<file path="config.mk">
export PLATFORM = sky130hd
export DESIGN_NAME = dpram_fifo_ctrl
export DESIGN_NICKNAME = d
export VERILOG_FILES = /design/src/rtl/dpram_fifo_ctrl.sv
export SDC_FILE = /design/constraint.sdc
export NUM_CORES = 1
export LEC_CHECK = 0
export ABC_CLOCK_PERIOD_IN_PS = 4000
export CORE_MARGIN = 1
export CORE_UTILIZATION = 49
export CTS_BUF_LIST = sky130_fd_sc_hd__clkbuf_8 sky130_fd_sc_hd__clkbuf_16
export DETAILED_ROUTE_END_ITERATION = 10
export PLACE_DENSITY = 0.82
export SETUP_SLACK_MARGIN = 0.2
export SLEW_MARGIN = 25
export SYNTH_ARGS = -nofsm -noshare
export SYNTH_HDL_FRONTEND = slang
export SYNTH_SLANG_ARGS = --single-unit
</file>
<file path="constraint.sdc">
create_clock -name clk -period 4 [get_ports clk]
set_input_delay 0.8 -clock clk [delete_from_list [all_inputs] [get_ports clk]]
set_output_delay 0.8 -clock clk [all_outputs]
set_load 0.01 [all_outputs]
</file>
<file path="src/rtl/dpram_fifo_ctrl.sv">
// Synchronous FIFO controller for a dual-port RAM with registered dataout.
// Generates RAM write/read strobes and addresses, tracks occupancy and
// keeps sticky overflow/underflow flags. rd_valid marks the cycle in which
// the RAM dataout holds the word released by an accepted pop.
module dpram_fifo_ctrl #(
    parameter int ADDR_W    = 4,
    parameter int AFULL_LVL = 12
) (
    input  logic              clk,
    input  logic              n_rst,
    input  logic              push,
    input  logic              pop,
    input  logic              err_clr,
    output logic              write_en,
    output logic              read_en,
    output logic [ADDR_W-1:0] w_addr,
    output logic [ADDR_W-1:0] r_addr,
    output logic              rd_valid,
    output logic              full,
    output logic              almost_full,
    output logic              empty,
    output logic [ADDR_W:0]   count,
    output logic              overflow,
    output logic              underflow
);

    localparam int              DEPTH     = 2 ** ADDR_W;
    localparam logic [ADDR_W:0] CNT_DEPTH = (ADDR_W + 1)'(DEPTH);
    localparam logic [ADDR_W:0] CNT_AFULL = (ADDR_W + 1)'(AFULL_LVL);
    localparam logic [ADDR_W:0] CNT_ONE   = (ADDR_W + 1)'(1);
    localparam logic [ADDR_W-1:0] PTR_ONE = ADDR_W'(1);

    logic [ADDR_W-1:0] wptr;
    logic [ADDR_W-1:0] rptr;
    logic [ADDR_W:0]   cnt;
    logic              push_acc;
    logic              pop_acc;

    // Flags, accept decisions and RAM-side signals, all derived from current state.
    // Push on full is refused even with a pop: wptr==rptr there and the RAM
    // bypass would hand back the new word instead of the stored one.
    always_comb begin
        full        = (cnt == CNT_DEPTH);
        almost_full = (cnt >= CNT_AFULL);
        empty       = (cnt == '0);
        push_acc    = push & ~full;
        pop_acc     = pop & ~empty;
        write_en    = push_acc;
        read_en     = pop_acc;
        w_addr      = wptr;
        r_addr      = rptr;
        count       = cnt;
    end

    // Pointer and occupancy update; pointers wrap naturally at DEPTH.
    // NOTE: state registers use non-blocking assignment so every register
    // samples the pre-edge values, independent of statement order.
    always_ff @(posedge clk or negedge n_rst) begin
        if (!n_rst) begin
            wptr <= '0;
            rptr <= '0;
            cnt  <= '0;
        end else begin
            if (push_acc) wptr <= wptr + PTR_ONE;
            if (pop_acc)  rptr <= rptr + PTR_ONE;
            case ({push_acc, pop_acc})
                2'b10:   cnt <= cnt + CNT_ONE;
                2'b01:   cnt <= cnt - CNT_ONE;
                default: cnt <= cnt;
            endcase
        end
    end

    // rd_valid tracks the RAM's one-cycle registered read latency.
    always_ff @(posedge clk or negedge n_rst) begin
        if (!n_rst) begin
            rd_valid <= 1'b0;
        end else begin
            rd_valid <= pop_acc;
        end
    end

    // Sticky error flags; a new event in the same cycle beats err_clr.
    always_ff @(posedge clk or negedge n_rst) begin
        if (!n_rst) begin
            overflow  <= 1'b0;
            underflow <= 1'b0;
        end else begin
            overflow  <= err_clr ? (push & full)  : (overflow  | (push & full));
            underflow <= err_clr ? (pop  & empty) : (underflow | (pop  & empty));
        end
    end

endmodule
</file>
==> results of run 1 <==
[cell families after synthesis]
kind of cell / after synthesis
AOI/OAI and AO/OA: 18
xor gates and xnor gates: 8
adders and majority gates: 7
buffers and inverters: 7
DFF: 16
muxes: 4
and+or+nand+nor: 18
[final cells by class]
cell class | count | area, µm²
fill | 150 | 500.5
inverter | 5 | 18.77
sequential | 16 | 400.4
tap | 25 | 31.28
timing repair buffer | 25 | 250.2
clock buffer | 4 | 55.05
multi-input combinational | 55 | 470.5
[power by group through the flow]
stage	registers (mW)	logic [mW]	clock network (mW)
after global placement	0.345	0.494	0
after global routing	0.360	0.561	0.151
after detailed placement	0.349	0.511	0
final	0.346	0.507	0.142
after CTS	0.347	0.514	0.144
after floorplan	0.355	0.259	0
[Yosys cell counts, drive strengths merged]
master	n	area share (%)
a21boi	1	0.84
a21oi	6	3.3
ha	6	8.4
xor2	3	2.9
o311ai	1	0.98
mux2	4	5.0
xnor2	5	4.9
a22o	2	2.0
nand4	1	0.70
or4b	1	1.1
dfrtp	16	45
a21o	1	0.84
o21ai	4	3.5
inv	5	2.1
buf	1	0.42
clkbuf	1	0.42
and4	1	0.98
and2	1	0.70
nor4	1	1.4
or4	2	2.1
nor3b	5	4.2
nand2	2	0.84
nand3	3	1.7
fa	1	2.2
a2111o	1	1.3
o211ai	2	2.2
nor2	1	0.42
[metal layers]
metal / wire length [µm] / part of all wire [%] / GRT usage (%) / vias to the layer above
li1: - / - / - / 337
met1: 795 / 45 / 26.80 / 351
met2: 875 / 50 / 35.00 / 19
met3: 55 / 3.1 / 4.800 / 5
met4: 36 / 2.0 / 12.12 / 0
met5: 0 / 0 / 0 / -
[state kept, by name (all words and copies together) (netlist names)]
| name | flops |
|---|---|
| w_addr | 4 |
| rd_valid | 1 |
| r_addr | 4 |
| overflow | 1 |
| count | 5 |
| underflow | 1 |
[final timing paths]
path,from,end,slack [ns],depth (start not counted)
worst max-delay path,push,count[4],0.83,8
worst min register to register,w_addr[3],w_addr[3],0.48,1
worst max register to register,count[0],count[4],1.02,8
min in group asynchronous,n_rst,r_addr[0],0.97,1
worst min-delay path,w_addr[3],w_addr[3],0.48,1
max in group asynchronous,n_rst,w_addr[2],2.59,1
==> flow_metrics.py, run 1 <==
metrics = {
    "final_layout": {
        "final_cell_mix": "clkdlybuf4s50_1 (25), dfrtp_1 (16), a21oi_1 (6), ha_1 (6)",
        "fin_nets": 118,
        "drive_gt1_share_pct": 10.48,
        "final_common_cell": "clkdlybuf4s50_1",
        "n_antenna_cell": 0,
        "final_util_pct": 71.01,
        "stdcell_count": 130,
        "area_growth_pct": 36.68,
        "final_area_um2": 1226,
    },
    "setup_path": {
        "critPathTopFamily": "adder cells",
        "startpoint_type": "input pin",
        "slowest_stage": "clkdlybuf4s50_1",
        "required_ns": 4.12,
        "cp_cell_sequence": "clkdlybuf4s50_1 -> a21boi_1 -> inv_1 -> ha_1 -> ha_1 -> or4b_1 -> o311ai_1 -> o211ai_1",
        "worstPathMaxFanout": 10,
        "end_kind": "flip-flop",
        "critPathMostFrequentCell": "ha_1",
        "cp_num_buf_inv": 2,
        "slowest_delay_ns": 0.54,
        "critPathKind": "input pin to flip-flop",
        "crit_arrival_ns": 3.29,
    },
    "die": {
        "die_area_um2": 2006,
        "die_height_um": 44.79,
        "pin_count": 26,
        "die_w_um": 44.79,
        "start_util_pct": 51.96,
        "core_area_um2": 1727,
        "fp-row-count": 15,
    },
    "power_and_ir_drop": {
        "p_switching_mw": 0.3757,
        "power_mw": 0.9955,
        "peakVddDrop_uv": 505.6,
        "leakage_nw": 0.5120,
        "sw_frac_of_total_pct": 37.74,
        "power_frac_comb_pct": 51.0,
        "power.density_nw_per_um2": 811.9,
        "intPower_mw": 0.6198,
        "power_frac_seq_pct": 34.8,
        "power.clock.fraction_pct": 14.2,
    },
    "yosys": {
        "synth_top_family_by_area": "compound AO/OA/AOI/OAI gates",
        "ys_seq_area_share_pct": 44.63,
        "synth_cell_types": 33,
        "syn_nets": 90,
        "netlist_area_um2": 897.1,
        "syn_avg_cell_area_um2": 11.50,
        "yosysWarningCount": 0,
        "synth_compound_area_share_pct": 14.92,
        "ys_ff_latch": 16,
        "synthMuxAreaShare_pct": 5.021,
        "synthCells": 78,
        "synthXorXnorAreaFrac_pct": 7.810,
        "synth_fa_ha_area_share_pct": 10.60,
        "synth-simple-area-share_pct": 14.09,
    },
    "cts": {
        "cts_buffers": 3,
        "post-cts-setup-buffers": 0,
        "cts_root_buffer": "clkbuf_8",
        "clk_latency_ns": 0.25,
        "htreeDepth": 1,
        "clockBufferDepth": 2,
        "cts_hold_buffers": 0,
        "cts.clk_slew.worst_paths_ns": 0.06,
        "cts_sinks": 16,
        "ctsResizeCount": 0,
        "cts_tree": "done",
    },
    "grt": {
        "grt_pass1_wl_mm": 3.042,
        "grt_pass1_vias": 672,
        "grt_start_max_net_pins": 17,
        "grt-ovfl-total": 0,
        "grt.total_usage_pct": 21.65,
        "antenna_found_initial": 0,
    },
    "run": {
        "cap_violations": 0,
    },
    "outcome": {
        "status": "finished clean",
    },
    "drt": {
        "drc": 0,
        "viasPerCell": 5.477,
        "wl_mm": 1.763,
        "final_antenna_net_count": 0,
        "vias": 712,
        "drt_first_pass_iters": 2,
        "wl_per_cell_um": 13.56,
        "drt_iter0_drc": 1,
    },
    "sta": {
        "finalCriticalPeriod_ns": 3.167,
        "setup_viol": 0,
        "fin_skew_ns": 0.001207,
        "relSlewSlack_pct": 53.84,
        "hold_ws_ns": 0.4802,
        "max_freq_mhz": 315.8,
        "fin_tns_setup_ns": 0,
        "rsz0062_at_grt": "no",
        "finalHoldViolCount": 0,
        "fin_crit_sh_pct": 79.17,
        "worst_pin_slew_ns": 0.6903,
        "setup_slack_ns": 0.8333,
        "drv_slew": 0,
    },
    "place": {
        "portBuffers": 25,
        "dp_slack_ns": 0.6109,
        "dpl.cell_count": 126,
        "finalWeightedCongestion": 0.7548,
        "dpl_cell_area_um2": 1171,
        "dp_hpwl_mm": 1.320,
    },
    "hold_path": {
        "hold_path.class": "flip-flop to flip-flop",
    },
}
Note: power is estimated with default switching activity, not from simulation.
==> inputs of run 2 (changes only) <==
--- a/config.mk
+++ b/config.mk
@@ -5,12 +5,12 @@
 export SDC_FILE = /design/constraint.sdc
 export NUM_CORES = 1
 export LEC_CHECK = 0
-export ABC_CLOCK_PERIOD_IN_PS = 4000
+export ABC_CLOCK_PERIOD_IN_PS = 2600
 export CORE_MARGIN = 1
-export CORE_UTILIZATION = 49
+export CORE_UTILIZATION = 41
 export CTS_BUF_LIST = sky130_fd_sc_hd__clkbuf_8 sky130_fd_sc_hd__clkbuf_16
 export DETAILED_ROUTE_END_ITERATION = 10
-export PLACE_DENSITY = 0.82
+export PLACE_DENSITY = 0.73
 export SETUP_SLACK_MARGIN = 0.2
 export SLEW_MARGIN = 25
 export SYNTH_ARGS = -nofsm -noshare
==> constraint.sdc (replaced) <==
create_clock -name clk -period 2.6 [get_ports clk]
set_input_delay 0.52 -clock clk [delete_from_list [all_inputs] [get_ports clk]]
set_output_delay 0.52 -clock clk [all_outputs]
set_load 0.01 [all_outputs]
==> flow_metrics.py, run 2 (same netlist as run 1, synthesis figures left out) <==
metrics = {
    "sta": {
        "finalHoldViolCount": 0,
        "relSlewSlack_pct": 51.22,
        "fin_crit_sh_pct": 95.56,
        "hold_ws_ns": 0.4679,
        "fin_skew_ns": 0.004072,
        "max_freq_mhz": 402.5,
        "drv_slew": 0,
        "fin_tns_setup_ns": 0,
        "worst_pin_slew_ns": 0.7294,
        "setup_viol": 0,
        "finalCriticalPeriod_ns": 2.485,
        "rsz0062_at_grt": "yes",
    },
    "place": {
        "finalWeightedCongestion": 0.7416,
        "portBuffers": 25,
        "dpl_cell_area_um2": 1286,
        "dp_hpwl_mm": 1.545,
    },
    "cts": {
        "clk_latency_ns": 0.25,
        "cts_hold_buffers": 0,
        "cts_tree": "done",
        "cts_buffers": 3,
        "cts_sinks": 16,
        "clockBufferDepth": 2,
        "htreeDepth": 1,
        "cts.clk_slew.worst_paths_ns": 0.07,
        "cts_root_buffer": "clkbuf_8",
    },
    "final_layout": {
        "area_growth_pct": 59.97,
        "final_area_um2": 1435,
        "final_cell_mix": "clkdlybuf4s50_1 (22), buf_4 (16), dfrtp_1 (14)",
        "largest_reg_flops": 5,
        "final_common_cell": "clkdlybuf4s50_1",
        "n_antenna_cell": 0,
        "drive_gt1_share_pct": 30.33,
        "fin_nets": 135,
        "final_util_pct": 71.69,
    },
    "grt": {
        "grt.total_usage_pct": 20.97,
        "grt_pass1_wl_mm": 3.629,
        "grt_use_met2_pct": 35.42,
        "antenna_found_initial": 0,
        "grt_start_max_net_pins": 17,
        "grt_most_used_layer": "met2",
        "globalRouteMet3Util_pct": 2.181,
        "grt.met1_usage_pct": 26.04,
        "grt_pass1_vias": 759,
        "grt-ovfl-total": 0,
    },
    "drt": {
        "viasPerCell": 5.349,
        "drt_iter0_drc": 4,
        "wl_per_cell_um": 15.26,
        "drc": 0,
        "wl_mm": 2.273,
        "final_antenna_net_count": 0,
        "drt_first_pass_iters": 4,
        "vias": 797,
    },
    "setup_path": {
        "end_kind": "flip-flop",
        "critPathKind": "flip-flop to flip-flop",
        "crit_arrival_ns": 2.66,
        "worstPathMaxFanout": 4,
        "startpoint_type": "flip-flop",
        "required_ns": 2.77,
    },
    "outcome": {
        "status": "finished clean",
    },
    "die": {
        "pin_count": 26,
        "start_util_pct": 44.81,
        "fp-row-count": 16,
        "die_height_um": 48.78,
        "core_area_um2": 2002,
        "die_area_um2": 2379,
        "die_w_um": 48.78,
    },
    "run": {
        "cap_violations": 0,
    },
    "power_and_ir_drop": {
        "power.density_nw_per_um2": 1242,
        "leakage_nw": 0.6099,
        "peakVddDrop_uv": 715.2,
    },
    "hold_path": {
        "hold_path.class": "flip-flop to flip-flop",
    },
}
## run 2: changes by cell type in the layout (fill, tap and decap cells not counted), sizes merged
cell           delta
dlygate4sd2       +3
buf              +17
clkdlybuf4s50     -3
## run 2: per-stage QoR
stage	cells	total power [mW]	setup WS, ns
floorplan	78	0.9766	0.01713
global placement	139	1.416	0.01899
detailed placement	139	1.450	-0.09487
CTS	147	1.748	0.07911
global route	149	1.908	0.02081
finish	149	1.782	0.1154
## run 2: repair_timing
action / in CTS / in global routing
gates resized for setup: 7 / 2
pin swaps: 9 / 6
cloned: 0 / 0
setup endpoints to repair: 6 / 4
setup buffers: 4 / 2
## run 2: final cells by class
type                    instances  area [µm²]
fillers                       163       566.8
multi-input cells              55       538.0
flip-flops and latches         16       402.9
repair buffers                 42       386.6
clock buffers                   4       55.05
well taps                      27       33.78
inverters                       5       18.77
## run 2: worst max-delay path, stage by stage, from the launching register on
cell      delay [ns]
dfrtp_2         0.41
or4_4           0.55
o21ai_4         0.15
inv_2           0.07
ha_4            0.19
fa_2            0.39
a21oi_4         0.14
mux2_4          0.31
o211ai_1        0.18
## run 2: power breakdown
| group | switching [mW] | internal, mW |
|---|---|---|
| clock | 0.0905 | 0.135 |
| combinational | 0.461 | 0.605 |
| sequential | 0.120 | 0.370 |
## run 2: final timing paths
kind                            from   endpoint  slack (ns)  cells past startpoint
max in group asynchronous      n_rst   count[3]        1.39                      1
min in group asynchronous      n_rst  w_addr[2]        0.70                      1
min reg2reg                r_addr[3]  r_addr[3]        0.47                      1
max reg2reg                 count[3]   count[4]        0.12                      8
max                         count[3]   count[4]        0.12                      8
min                        r_addr[3]  r_addr[3]        0.47                      1
## run 2: metal layers
metal	share of wire, %	routed length, µm	vias up
met1	40	905	392
met2	54	1225	26
met4	2.5	57	0
met5	0	0	-
li1	-	-	374
met3	3.7	85	5
==> inputs of run 3 (changes only) <==
--- a/config.mk
+++ b/config.mk
@@ -6,9 +6,11 @@
 export NUM_CORES = 1
 export LEC_CHECK = 0
 export ABC_CLOCK_PERIOD_IN_PS = 2600
+export CAP_MARGIN = 40
 export CORE_MARGIN = 1
 export CORE_UTILIZATION = 41
 export CTS_BUF_LIST = sky130_fd_sc_hd__clkbuf_8 sky130_fd_sc_hd__clkbuf_16
+export CTS_CLUSTER_SIZE = 25
 export DETAILED_ROUTE_END_ITERATION = 10
 export PLACE_DENSITY = 0.73
 export SETUP_SLACK_MARGIN = 0.2
==> flow_metrics.py, run 3 (same netlist as run 1, synthesis figures left out) <==
metrics = {
    "sta": {
        "finalCriticalPeriod_ns": 2.484,
        "relSlewSlack_pct": 66.46,
        "max_freq_mhz": 402.6,
        "finalHoldViolCount": 0,
        "fin_tns_setup_ns": 0,
        "fin_skew_ns": 0.004353,
        "worst_pin_slew_ns": 0.5030,
        "fin_crit_sh_pct": 95.54,
        "rsz0062_at_grt": "yes",
        "setup_viol": 0,
        "drv_slew": 0,
    },
    "die": {
        "die_area_um2": 2379,
        "die_w_um": 48.78,
        "start_util_pct": 44.81,
        "core_area_um2": 2002,
        "fp-row-count": 16,
        "pin_count": 26,
        "die_height_um": 48.78,
    },
    "hold_path": {
        "hold_start": "r_addr[3]",
        "hold_path.class": "flip-flop to flip-flop",
    },
    "final_layout": {
        "drive_gt1_share_pct": 30.89,
        "final_cell_mix": "clkdlybuf4s50_1 (22), buf_4 (16), dfrtp_1 (14)",
        "fin_nets": 136,
        "fillerInstances": 163,
        "area_growth_pct": 61.23,
        "final_area_um2": 1446,
        "final_common_cell": "clkdlybuf4s50_1",
        "largest_reg_flops": 5,
        "n_antenna_cell": 0,
    },
    "drt": {
        "vias": 791,
        "wl_mm": 2.251,
        "wl_per_cell_um": 15.01,
        "final_antenna_net_count": 0,
        "drt_iter0_drc": 2,
        "viasPerCell": 5.273,
        "drt_first_pass_iters": 4,
        "drc": 0,
    },
    "cts": {
        "cts_sinks": 16,
        "cts.clk_slew.worst_paths_ns": 0.07,
        "cts_hold_buffers": 0,
        "cts_buffers": 3,
        "clockBufferDepth": 2,
        "htreeDepth": 1,
        "cts_tree": "done",
        "cts_root_buffer": "clkbuf_8",
        "clk_latency_ns": 0.25,
    },
    "grt": {
        "grt-ovfl-total": 0,
        "grt.total_usage_pct": 20.97,
        "grt_pass1_vias": 759,
        "grt_pass1_wl_mm": 3.629,
        "grt_start_max_net_pins": 17,
        "antenna_found_initial": 0,
    },
    "power_and_ir_drop": {
        "power_frac_comb_pct": 59.8,
        "power_frac_seq_pct": 27.5,
        "intPower_mw": 1.111,
        "leakage_nw": 0.6160,
        "power.clock.fraction_pct": 12.6,
        "p_switching_mw": 0.6707,
        "sw_frac_of_total_pct": 37.63,
        "peakVddDrop_uv": 717.3,
        "power.density_nw_per_um2": 1232,
    },
    "place": {
        "dp_hpwl_mm": 1.545,
        "portBuffers": 25,
        "dpl_cell_area_um2": 1286,
        "finalWeightedCongestion": 0.7416,
    },
    "run": {
        "cap_violations": 0,
    },
    "setup_path": {
        "crit_arrival_ns": 2.65,
        "worstPathMaxFanout": 4,
        "startpoint": "count[3]",
        "required_ns": 2.77,
        "critPathKind": "flip-flop to flip-flop",
        "r2r_start": "count[3]",
        "end_kind": "flip-flop",
        "startpoint_type": "flip-flop",
    },
    "outcome": {
        "status": "finished clean",
    },
}
## run 3: cell count changes in the layout (fill, tap and decap cells not counted), sizes merged
cell,previous run,this run
buf,17,18
## run 3: through the flow
step	worst slack (ns)	utilization, %	hold WS (ns)	cells	power (mW)
after floorplan	0.01713	-	0.2244	78	0.9766
after global placement	0.01899	64.25	0.4559	139	1.416
after detailed placement	-0.09487	64.25	0.4645	139	1.450
after CTS	0.07911	70.38	0.4750	147	1.748
after global routing	0.02081	72.25	0.5021	150	1.910
final	0.1160	72.25	0.4677	150	1.782
## run 3: area by class of cell
| type | count | area (µm²) | area share [%] |
|---|---|---|---|
| timing repair buffer | 43 | 397.9 | 27.51 |
| clock buffer | 4 | 55.05 | 3.806 |
| multi-input combinational | 55 | 538.0 | 37.20 |
| sequential | 16 | 402.9 | 27.85 |
| inverter | 5 | 18.77 | 1.298 |
| tap | 27 | 33.78 | 2.336 |
## run 3: power groups by stage
| stage | clock, mW | combinational, mW | sequential, mW |
|---|---|---|---|
| 6_report | 0.225 | 1.07 | 0.491 |
| 5_1_grt | 0.243 | 1.16 | 0.509 |
| 4_1_cts | 0.228 | 1.03 | 0.486 |
| 3_5_place_dp | 0 | 0.958 | 0.492 |
| 3_3_place_gp | 0 | 0.932 | 0.483 |
| 2_1_floorplan | 0 | 0.422 | 0.554 |
## run 3: worst paths after layout
| check | end | slack [ns] | cells after the start |
|---|---|---|---|
| max | count[4] | 0.12 | 8 |
| min | r_addr[3] | 0.47 | 1 |
| max reg2reg | count[4] | 0.12 | 8 |
| min reg2reg | r_addr[3] | 0.47 | 1 |
| max in group asynchronous | count[0] | 1.69 | 2 |
| min in group asynchronous | r_addr[0] | 0.52 | 1 |
## run 3: per-layer routing
metal  vias up  global-route usage, %  routed length (µm)
li1        376                      -                   -
met1       388                  26.04                 910
met2        22                  35.42                1206
met3         5                  2.181                  77
met4         0                  11.76                  57
met5         -                      0                   0
## run 3: repair_timing
| action | 4_1_cts | 5_1_grt |
|---|---|---|
| setup buffers | 4 | 2 |
| pin swaps | 9 | 6 |
| resized for setup | 7 | 2 |
| endpoints found under the setup margin | 6 | 4 |
## run 3: worst max-delay path: stages, from the launching register on
cell and delay, ns:
dfrtp_2 0.41, or4_4 0.55, o21ai_4 0.15, inv_2 0.07
ha_4 0.19, fa_2 0.39, a21oi_4 0.14, mux2_4 0.31
o211ai_1 0.18
